File: config.mk
export PLATFORM = sky130hd
export DESIGN_NAME = io_axil_uart_regs
export DESIGN_NICKNAME = d
export VERILOG_FILES = /design/src/rtl/io_axil_pkg.sv /design/src/rtl/io_sync_fifo.sv /design/src/rtl/io_axil_uart_regs.sv
export SDC_FILE = /design/constraint.sdc
export NUM_CORES = 1
export LEC_CHECK = 0
export CAP_MARGIN = 20
export CORE_AREA = 3 3 195 197
export DETAILED_ROUTE_END_ITERATION = 16
export DIE_AREA = 0 0 198 200
export SYNTH_ARGS = -nofsm -noshare
export SYNTH_HDL_FRONTEND = slang
export SYNTH_SLANG_ARGS = --single-unit
File: constraint.sdc
create_clock -name CLK -period 3.7 [get_ports CLK]
set_input_delay 0.37 -clock CLK [delete_from_list [all_inputs] [get_ports CLK]]
set_output_delay 0.37 -clock CLK [all_outputs]
set_load 0.005 [all_outputs]
File: src/rtl/io_axil_pkg.sv
// Shared register map, STAT/CTRL bit positions and AXI response codes for io_axil_uart_regs.
// The optional interrupt logic is built only when IO_AXIL_IRQ_EN is defined.
package io_axil_pkg;

  localparam logic [3:0] REG_RX   = 4'h0;
  localparam logic [3:0] REG_TX   = 4'h4;
  localparam logic [3:0] REG_STAT = 4'h8;
  localparam logic [3:0] REG_CTRL = 4'hC;

  localparam int unsigned STAT_RX_NEMPTY = 0;
  localparam int unsigned STAT_RX_FULL   = 1;
  localparam int unsigned STAT_TX_EMPTY  = 2;
  localparam int unsigned STAT_TX_FULL   = 3;
  localparam int unsigned STAT_IRQ_EN    = 4;
  localparam int unsigned STAT_OVERRUN   = 5;

  localparam int unsigned CTRL_TX_FLUSH = 0;
  localparam int unsigned CTRL_RX_FLUSH = 1;
  localparam int unsigned CTRL_IRQ_EN   = 4;

  localparam logic [1:0] RESP_OKAY   = 2'b00;
  localparam logic [1:0] RESP_SLVERR = 2'b10;

  typedef enum logic [1:0] {SelRx, SelTx, SelStat, SelCtrl} reg_sel_e;

  // Only address bits [3:2] select a register; the low bits are ignored.
  function automatic reg_sel_e reg_sel(input logic [3:0] addr);
    case ({addr[3:2], 2'b00})
      REG_RX:   return SelRx;
      REG_TX:   return SelTx;
      REG_STAT: return SelStat;
      default:  return SelCtrl;
    endcase
  endfunction

endpackage

File: src/rtl/io_sync_fifo.sv
// Synchronous first-word-fall-through FIFO with flush, occupancy count and full/empty flags.
// Flush overrides any same-cycle push or pop.
module io_sync_fifo #(
  parameter int unsigned Width     = 8,
  parameter int unsigned AddrWidth = 4
) (
  input  logic                 clk,
  input  logic                 rst,
  input  logic                 flush,
  input  logic                 push,
  input  logic [Width-1:0]     wdata,
  input  logic                 pop,
  output logic [Width-1:0]     rdata,
  output logic [AddrWidth:0]   count,
  output logic                 full,
  output logic                 empty
);

  localparam int unsigned Depth = 1 << AddrWidth;

  logic [Width-1:0]     mem [Depth];
  logic [AddrWidth-1:0] wr_ptr_q, rd_ptr_q;
  logic [AddrWidth:0]   count_q;
  logic                 do_push, do_pop;

  assign empty   = (count_q == '0);
  assign full    = (count_q == (AddrWidth + 1)'(Depth));
  assign do_pop  = pop & ~empty;
  // A push into a full FIFO is legal only when a pop frees the slot in the same cycle.
  assign do_push = push & (~full | do_pop);

  always_ff @(posedge clk) begin
    if (rst || flush) begin
      wr_ptr_q <= '0;
      rd_ptr_q <= '0;
      count_q  <= '0;
    end else begin
      if (do_push) wr_ptr_q <= wr_ptr_q + 1'b1;
      if (do_pop)  rd_ptr_q <= rd_ptr_q + 1'b1;
      count_q <= count_q + (AddrWidth + 1)'(do_push) - (AddrWidth + 1)'(do_pop);
    end
  end

  always_ff @(posedge clk) begin
    if (do_push) mem[wr_ptr_q] <= wdata;
  end

  assign rdata = mem[rd_ptr_q];
  assign count = count_q;

endmodule

File: src/rtl/io_axil_uart_regs.sv
// AXI4-Lite register block bridging the core I/O port to UART byte streams (RX/TX FIFOs,
// STAT, CTRL). Define IO_AXIL_IRQ_EN to build the interrupt pulse logic; otherwise IRQ is 0.
module io_axil_uart_regs
  import io_axil_pkg::*;
#(
  parameter int unsigned FIFO_AW = 4
) (
  input  logic        CLK,
  input  logic        RST,
  input  logic [3:0]  S_AXI_AWADDR,
  input  logic        S_AXI_AWVALID,
  output logic        S_AXI_AWREADY,
  input  logic [31:0] S_AXI_WDATA,
  input  logic [3:0]  S_AXI_WSTB,
  input  logic        S_AXI_WVALID,
  output logic        S_AXI_WREADY,
  output logic [1:0]  S_AXI_BRESP,
  output logic        S_AXI_BVALID,
  input  logic        S_AXI_BREADY,
  input  logic [3:0]  S_AXI_ARADDR,
  input  logic        S_AXI_ARVALID,
  output logic        S_AXI_ARREADY,
  output logic [31:0] S_AXI_RDATA,
  output logic [1:0]  S_AXI_RRESP,
  output logic        S_AXI_RVALID,
  input  logic        S_AXI_RREADY,
  output logic [7:0]  TX_TDATA,
  output logic        TX_TVALID,
  input  logic        TX_TREADY,
  input  logic [7:0]  RX_DATA,
  input  logic        RX_VALID,
  output logic        IRQ
);

  logic        aw_held_q, w_held_q, wstb0_q, bvalid_q, rvalid_q, overrun_q;
  logic [3:0]  aw_addr_q;
  logic [7:0]  wdata_q;
  logic [1:0]  bresp_q;
  logic [31:0] rdata_q, rd_data, stat;
  logic        aw_hs, w_hs, ar_hs, wr_exec, tx_wr, tx_err, ctrl_wr;
  logic        tx_push, tx_pop, tx_flush, tx_full, tx_empty;
  logic        rx_pop, rx_flush, rx_full, rx_empty, stat_rd, irq_en;
  logic [7:0]  tx_head, rx_head;
  logic [FIFO_AW:0] tx_count, rx_count;
  reg_sel_e    wr_sel, rd_sel;

  assign S_AXI_AWREADY = ~aw_held_q & ~bvalid_q;
  assign S_AXI_WREADY  = ~w_held_q & ~bvalid_q;
  assign S_AXI_ARREADY = ~rvalid_q;
  assign aw_hs = S_AXI_AWVALID & S_AXI_AWREADY;
  assign w_hs  = S_AXI_WVALID & S_AXI_WREADY;
  assign ar_hs = S_AXI_ARVALID & S_AXI_ARREADY;

  assign wr_exec  = aw_held_q & w_held_q;
  assign wr_sel   = reg_sel(aw_addr_q);
  assign tx_wr    = wr_exec & (wr_sel == SelTx) & wstb0_q;
  assign tx_push  = tx_wr & ~tx_full;
  assign tx_err   = tx_wr & tx_full;
  assign ctrl_wr  = wr_exec & (wr_sel == SelCtrl) & wstb0_q;
  assign tx_flush = ctrl_wr & wdata_q[CTRL_TX_FLUSH];
  assign rx_flush = ctrl_wr & wdata_q[CTRL_RX_FLUSH];

  assign rd_sel  = reg_sel(S_AXI_ARADDR);
  assign rx_pop  = ar_hs & (rd_sel == SelRx);
  assign stat_rd = ar_hs & (rd_sel == SelStat);

  assign TX_TVALID = ~tx_empty;
  assign TX_TDATA  = tx_head;
  assign tx_pop    = TX_TVALID & TX_TREADY;

  io_sync_fifo #(.Width(8), .AddrWidth(FIFO_AW)) u_tx_fifo (
    .clk(CLK), .rst(RST), .flush(tx_flush), .push(tx_push), .wdata(wdata_q), .pop(tx_pop),
    .rdata(tx_head), .count(tx_count), .full(tx_full), .empty(tx_empty)
  );

  io_sync_fifo #(.Width(8), .AddrWidth(FIFO_AW)) u_rx_fifo (
    .clk(CLK), .rst(RST), .flush(rx_flush), .push(RX_VALID), .wdata(RX_DATA), .pop(rx_pop),
    .rdata(rx_head), .count(rx_count), .full(rx_full), .empty(rx_empty)
  );

  always_comb begin
    stat                 = '0;
    stat[STAT_RX_NEMPTY] = ~rx_empty;
    stat[STAT_RX_FULL]   = rx_full;
    stat[STAT_TX_EMPTY]  = tx_empty;
    stat[STAT_TX_FULL]   = tx_full;
    stat[STAT_IRQ_EN]    = irq_en;
    stat[STAT_OVERRUN]   = overrun_q;
  end

  always_comb begin
    rd_data = '0;
    unique case (rd_sel)
      SelRx:   if (!rx_empty) rd_data = {24'b0, rx_head};
      SelStat: rd_data = stat;
      default: rd_data = '0;
    endcase
  end

  always_ff @(posedge CLK) begin
    if (RST) begin
      aw_held_q <= 1'b0;
      w_held_q  <= 1'b0;
      aw_addr_q <= '0;
      wdata_q   <= '0;
      wstb0_q   <= 1'b0;
      bvalid_q  <= 1'b0;
      bresp_q   <= RESP_OKAY;
      rvalid_q  <= 1'b0;
      rdata_q   <= '0;
      overrun_q <= 1'b0;
    end else begin
      if (aw_hs) begin
        aw_held_q <= 1'b1;
        aw_addr_q <= S_AXI_AWADDR;
      end
      if (w_hs) begin
        w_held_q <= 1'b1;
        wdata_q  <= S_AXI_WDATA[7:0];
        wstb0_q  <= S_AXI_WSTB[0];
      end
      if (wr_exec) begin
        aw_held_q <= 1'b0;
        w_held_q  <= 1'b0;
        bvalid_q  <= 1'b1;
        bresp_q   <= tx_err ? RESP_SLVERR : RESP_OKAY;
      end else if (bvalid_q && S_AXI_BREADY) begin
        bvalid_q <= 1'b0;
      end
      if (ar_hs) begin
        rvalid_q <= 1'b1;
        rdata_q  <= rd_data;
      end else if (rvalid_q && S_AXI_RREADY) begin
        rvalid_q <= 1'b0;
      end
      // A new overrun beats a same-cycle STAT read clearing the flag.
      if (RX_VALID && rx_full && !rx_pop) overrun_q <= 1'b1;
      else if (stat_rd)                   overrun_q <= 1'b0;
    end
  end

  assign S_AXI_BVALID = bvalid_q;
  assign S_AXI_BRESP  = bresp_q;
  assign S_AXI_RVALID = rvalid_q;
  assign S_AXI_RDATA  = rdata_q;
  assign S_AXI_RRESP  = RESP_OKAY;

`ifdef IO_AXIL_IRQ_EN
  logic irq_en_q, rx_empty_q, tx_empty_q, irq_q;

  always_ff @(posedge CLK) begin
    if (RST) begin
      irq_en_q   <= 1'b0;
      rx_empty_q <= 1'b1;
      tx_empty_q <= 1'b1;
      irq_q      <= 1'b0;
    end else begin
      if (ctrl_wr) irq_en_q <= wdata_q[CTRL_IRQ_EN];
      rx_empty_q <= rx_empty;
      tx_empty_q <= tx_empty;
      irq_q      <= irq_en_q & ((rx_empty_q & ~rx_empty) | (~tx_empty_q & tx_empty));
    end
  end

  assign irq_en = irq_en_q;
  assign IRQ    = irq_q;
`else
  assign irq_en = 1'b0;
  assign IRQ    = 1'b0;
`endif

endmodule
==> summary.txt <==
Run status
  – Status: completed

STA
  – Final Hold Slack: 0.3732 ns
  – Setup TNS: 0 ns
  – FMAX: 324.9 MHz
  – Slew HR: 41.02%
  – Final Max Slew Viols: 0
  – Fin. Hold Viols: 0
  – Fin worst setup slack: 0.6218 ns
  – Final period utilization: 83.19%
  – RSZ-0062 raised after global routing: no
  – Final setup violation count: 0
  – Tightest Pin Transition: 0.8834 ns
  – Post-layout min period: 3.078 ns
  – Skew final: 0.01537 ns

GRT
  – First-pass GRT wire length: 38470 µm
  – Vias in the first global route: 6526
  – Largest net degree at the start of global routing: 33
  – Global route overflow: 0
  – Gr usage total: 12.71%
  – Antenna violations before repair: 0

Yosys
  – Largest cells by area after synthesis: edfxtp_1 60%, mux4_2 13%, dfxtp_1 9.3%
  – Asr flop ratio synth: 0%
  – Number of synthesized flops with an enable pin: 256
  – Synth Instances: 744
  – Cell taking the most area after synthesis: edfxtp_1
  – Synth Warn #: 0
  – Unique masters post-synth: 50
  – Seq/Total Area, Yosys: 69.74%
  – Mapped Area: 12720 µm²
  – Syn Area/Cell: 17.09 µm²
  – Area share of the largest cell type after synthesis: 60.45%
  – Synthesized flop and latch total: 315
  – Top_reg_cell synth: edfxtp_1

Clocking
  – CTS tree: built
  – Setup bufs post-CTS: 0
  – Max clock buf depth: 3
  – CTS buffer count: 31
  – Post-CTS sizing: 0
  – Worst skew pair latency: 0.56 ns
  – H-tree depth: 1
  – Sink Count: 315
  – Hold-fix buffers, CTS: 0
  – Clock-pin slew on the worst setup and hold paths: 0.06 ns
  – Clk root buf: clkbuf_16

Routing
  – Wirelength per Cell: 18.87 µm
  – Via density: 4.774
  – Antenna Nets Post-Route: 0
  – Iteration count of the initial detailed-routing pass: 5
  – Via Count: 6321
  – Drt drc: 0
  – Initial DRC count: 355
  – Final WL: 24980 µm

Critical path
  – Setup crit start kind: flip-flop
  – Setup Crit Path Kind: flip-flop to output pin
  – CP Max Fanout: 32
  – CP endpoint kind: output pin
  – Reg-to-reg critical path startpoint: u_rx_fifo.count[3]
  – Worst Path Arrival: 2.71 ns
  – Worst Reg2Reg Path Length in Cells: 11
  – WP data required: 3.33 ns

Die
  – Die height: 200 µm
  – Top-Level Pins: 112
  – # rows: 70
  – DIE WIDTH: 198 µm
  – Area of the die: 39600 µm²
  – Starting Density: 34.90%
  – CORE AREA: 36430 µm²

Place
  – Post-detail-place hpwl: 16380 µm
  – PortBufs: 52
  – Placed Cells incl. Taps: 1267
  – Pre-CTS setup slack: 0.4884 ns
  – Post-DP Area: 13840 µm²
  – Gp weighted congestion: 0.7380

Final layout
  – Area growth syn-to-layout: 16.70%
  – Final instance area: 14840 µm²
  – Final nets: 915
  – N_diodes: 0
  – Share of layout cells above drive strength 1: 20.33%
  – Fillers: 3294
  – Non-filler instance count after layout: 1324

Hold path
  – Worst hold-check path type: primary input to flip-flop
  – Hold_sp: S_AXI_WSTB[0]
  – Worst hold path cell count: 3

Power and ir drop
  – PwrDens: 563.9 nW/µm²
  – Worst vdd ir: 334.4 µV
  – Leak: 4.839 nW

Job
  – Max cap viols: 0
layout make-up:
type	instances	area, µm²	area share (%)
multi-input combinational	374	3493	23.54
timing repair buffer	90	818.3	5.514
inverter	20	75.07	0.5059
clock buffer	47	895.9	6.037
tap	468	585.6	3.946
clock inverter	10	100.1	0.6745
sequential	315	8871	59.78
registers in the layout (all words and copies together) (netlist names), named ones only:
register	cells
u_tx_fifo.mem	128
w_held_q	1
S_AXI_BVALID	1
aw_held_q	1
u_rx_fifo.wr_ptr_q	4
overrun_q	1
u_rx_fifo.mem	128
u_tx_fifo.wr_ptr_q	4
wstb0_q	1
aw_addr_q	2
u_tx_fifo.rd_ptr_q	4
wdata_q	8
S_AXI_RDATA	8
u_rx_fifo.count	5
S_AXI_RVALID	1
S_AXI_BRESP	1
u_tx_fifo.count	5
u_rx_fifo.rd_ptr_q	4
layout by cell type, fill, tap and decap left out, types with 8 or more instances in the layout:
| cell | synthesis | layout |
|---|---|---|
| clkdlybuf4s50_1 | 0 | 52 |
| conb_1 | 1 | 28 |
| a21oi_1 | 26 | 26 |
| ha_1 | 20 | 20 |
| xnor2_1 | 10 | 10 |
| clkbuf_16 | 0 | 31 |
| xor2_1 | 8 | 8 |
| nor2_1 | 59 | 59 |
| clkbuf_1 | 12 | 10 |
| mux4_2 | 72 | 72 |
| nand2b_1 | 11 | 11 |
| mux2i_1 | 8 | 8 |
| nand2_1 | 42 | 42 |
| nand3_1 | 14 | 14 |
| edfxtp_1 | 256 | 256 |
| inv_1 | 20 | 20 |
| buf_4 | 33 | 37 |
| dfxtp_1 | 59 | 57 |
power by group:
group          total, mW  switching, mW  internal [mW]
Sequential          4.08          0.117           3.96
Clock               3.06           1.26           1.80
Combinational       1.23          0.594          0.641
Total               8.37           1.97           6.40
kinds of logic (layout without fill, tap and decap cells):
logic type      count (synthesis)  in the layout  synth area share (%)
compound gates                 57             57                 2.922
mux                            80             80                 13.38
fa+ha+maj                      22             22                 2.283
flops                         315            315                 69.74
simple gates                  169            169                 6.819
other cells                     1             28               0.02949
xor+xnor                       18             18                 1.240
buf+inv                        82            167                 3.582
cells in the mapped netlist, drive strengths merged, types with 3 or more instances:
cell	count
xor2	8
nor2	61
inv	20
a31oi	5
nand2b	11
a21oi	26
dfxtp	59
a32oi	4
ha	20
clkbuf	12
nand3	14
a22oi	7
mux4	72
edfxtp	256
a21o	4
or4b	3
nor3	12
or3	6
xnor2	10
buf	50
o21ai	3
nand2	45
nor3b	3
a22o	3
mux2i	8
critical path, stage by stage (launching register included):
cell             delay, ns
dfxtp_2               0.34
buf_12                0.26
mux4_2                0.58
mux4_2                0.49
clkdlybuf4s50_1       0.47
per-stage QoR:
step                util, %  power [mW]
floorplan                 -       5.021
global placement      37.99       5.398
detailed placement    37.99       5.417
CTS                   40.73       8.492
global route          40.73       8.741
finish                40.73       8.368
metal layers:
metal  wire [µm]  GRT usage (%)  vias up  part of all wire [%]
li1            -              -     2982                     -
met5           0              0        -                     0
met2       12660          22.92      111                    51
met3        1028          2.333       41                   4.1
met4         625          3.250        0                   2.5
met1       10670          15.92     3187                    43
worst paths after layout:
| check | endpoint | slack (ns) |
|---|---|---|
| hold reg to reg | S_AXI_BRESP[1] | 0.46 |
| hold / removal | wstb0_q | 0.37 |
| setup / recovery | TX_TDATA[1] | 0.62 |
| setup reg to reg | u_rx_fifo.count[4] | 0.88 |
(Power assumes the default switching activity.)
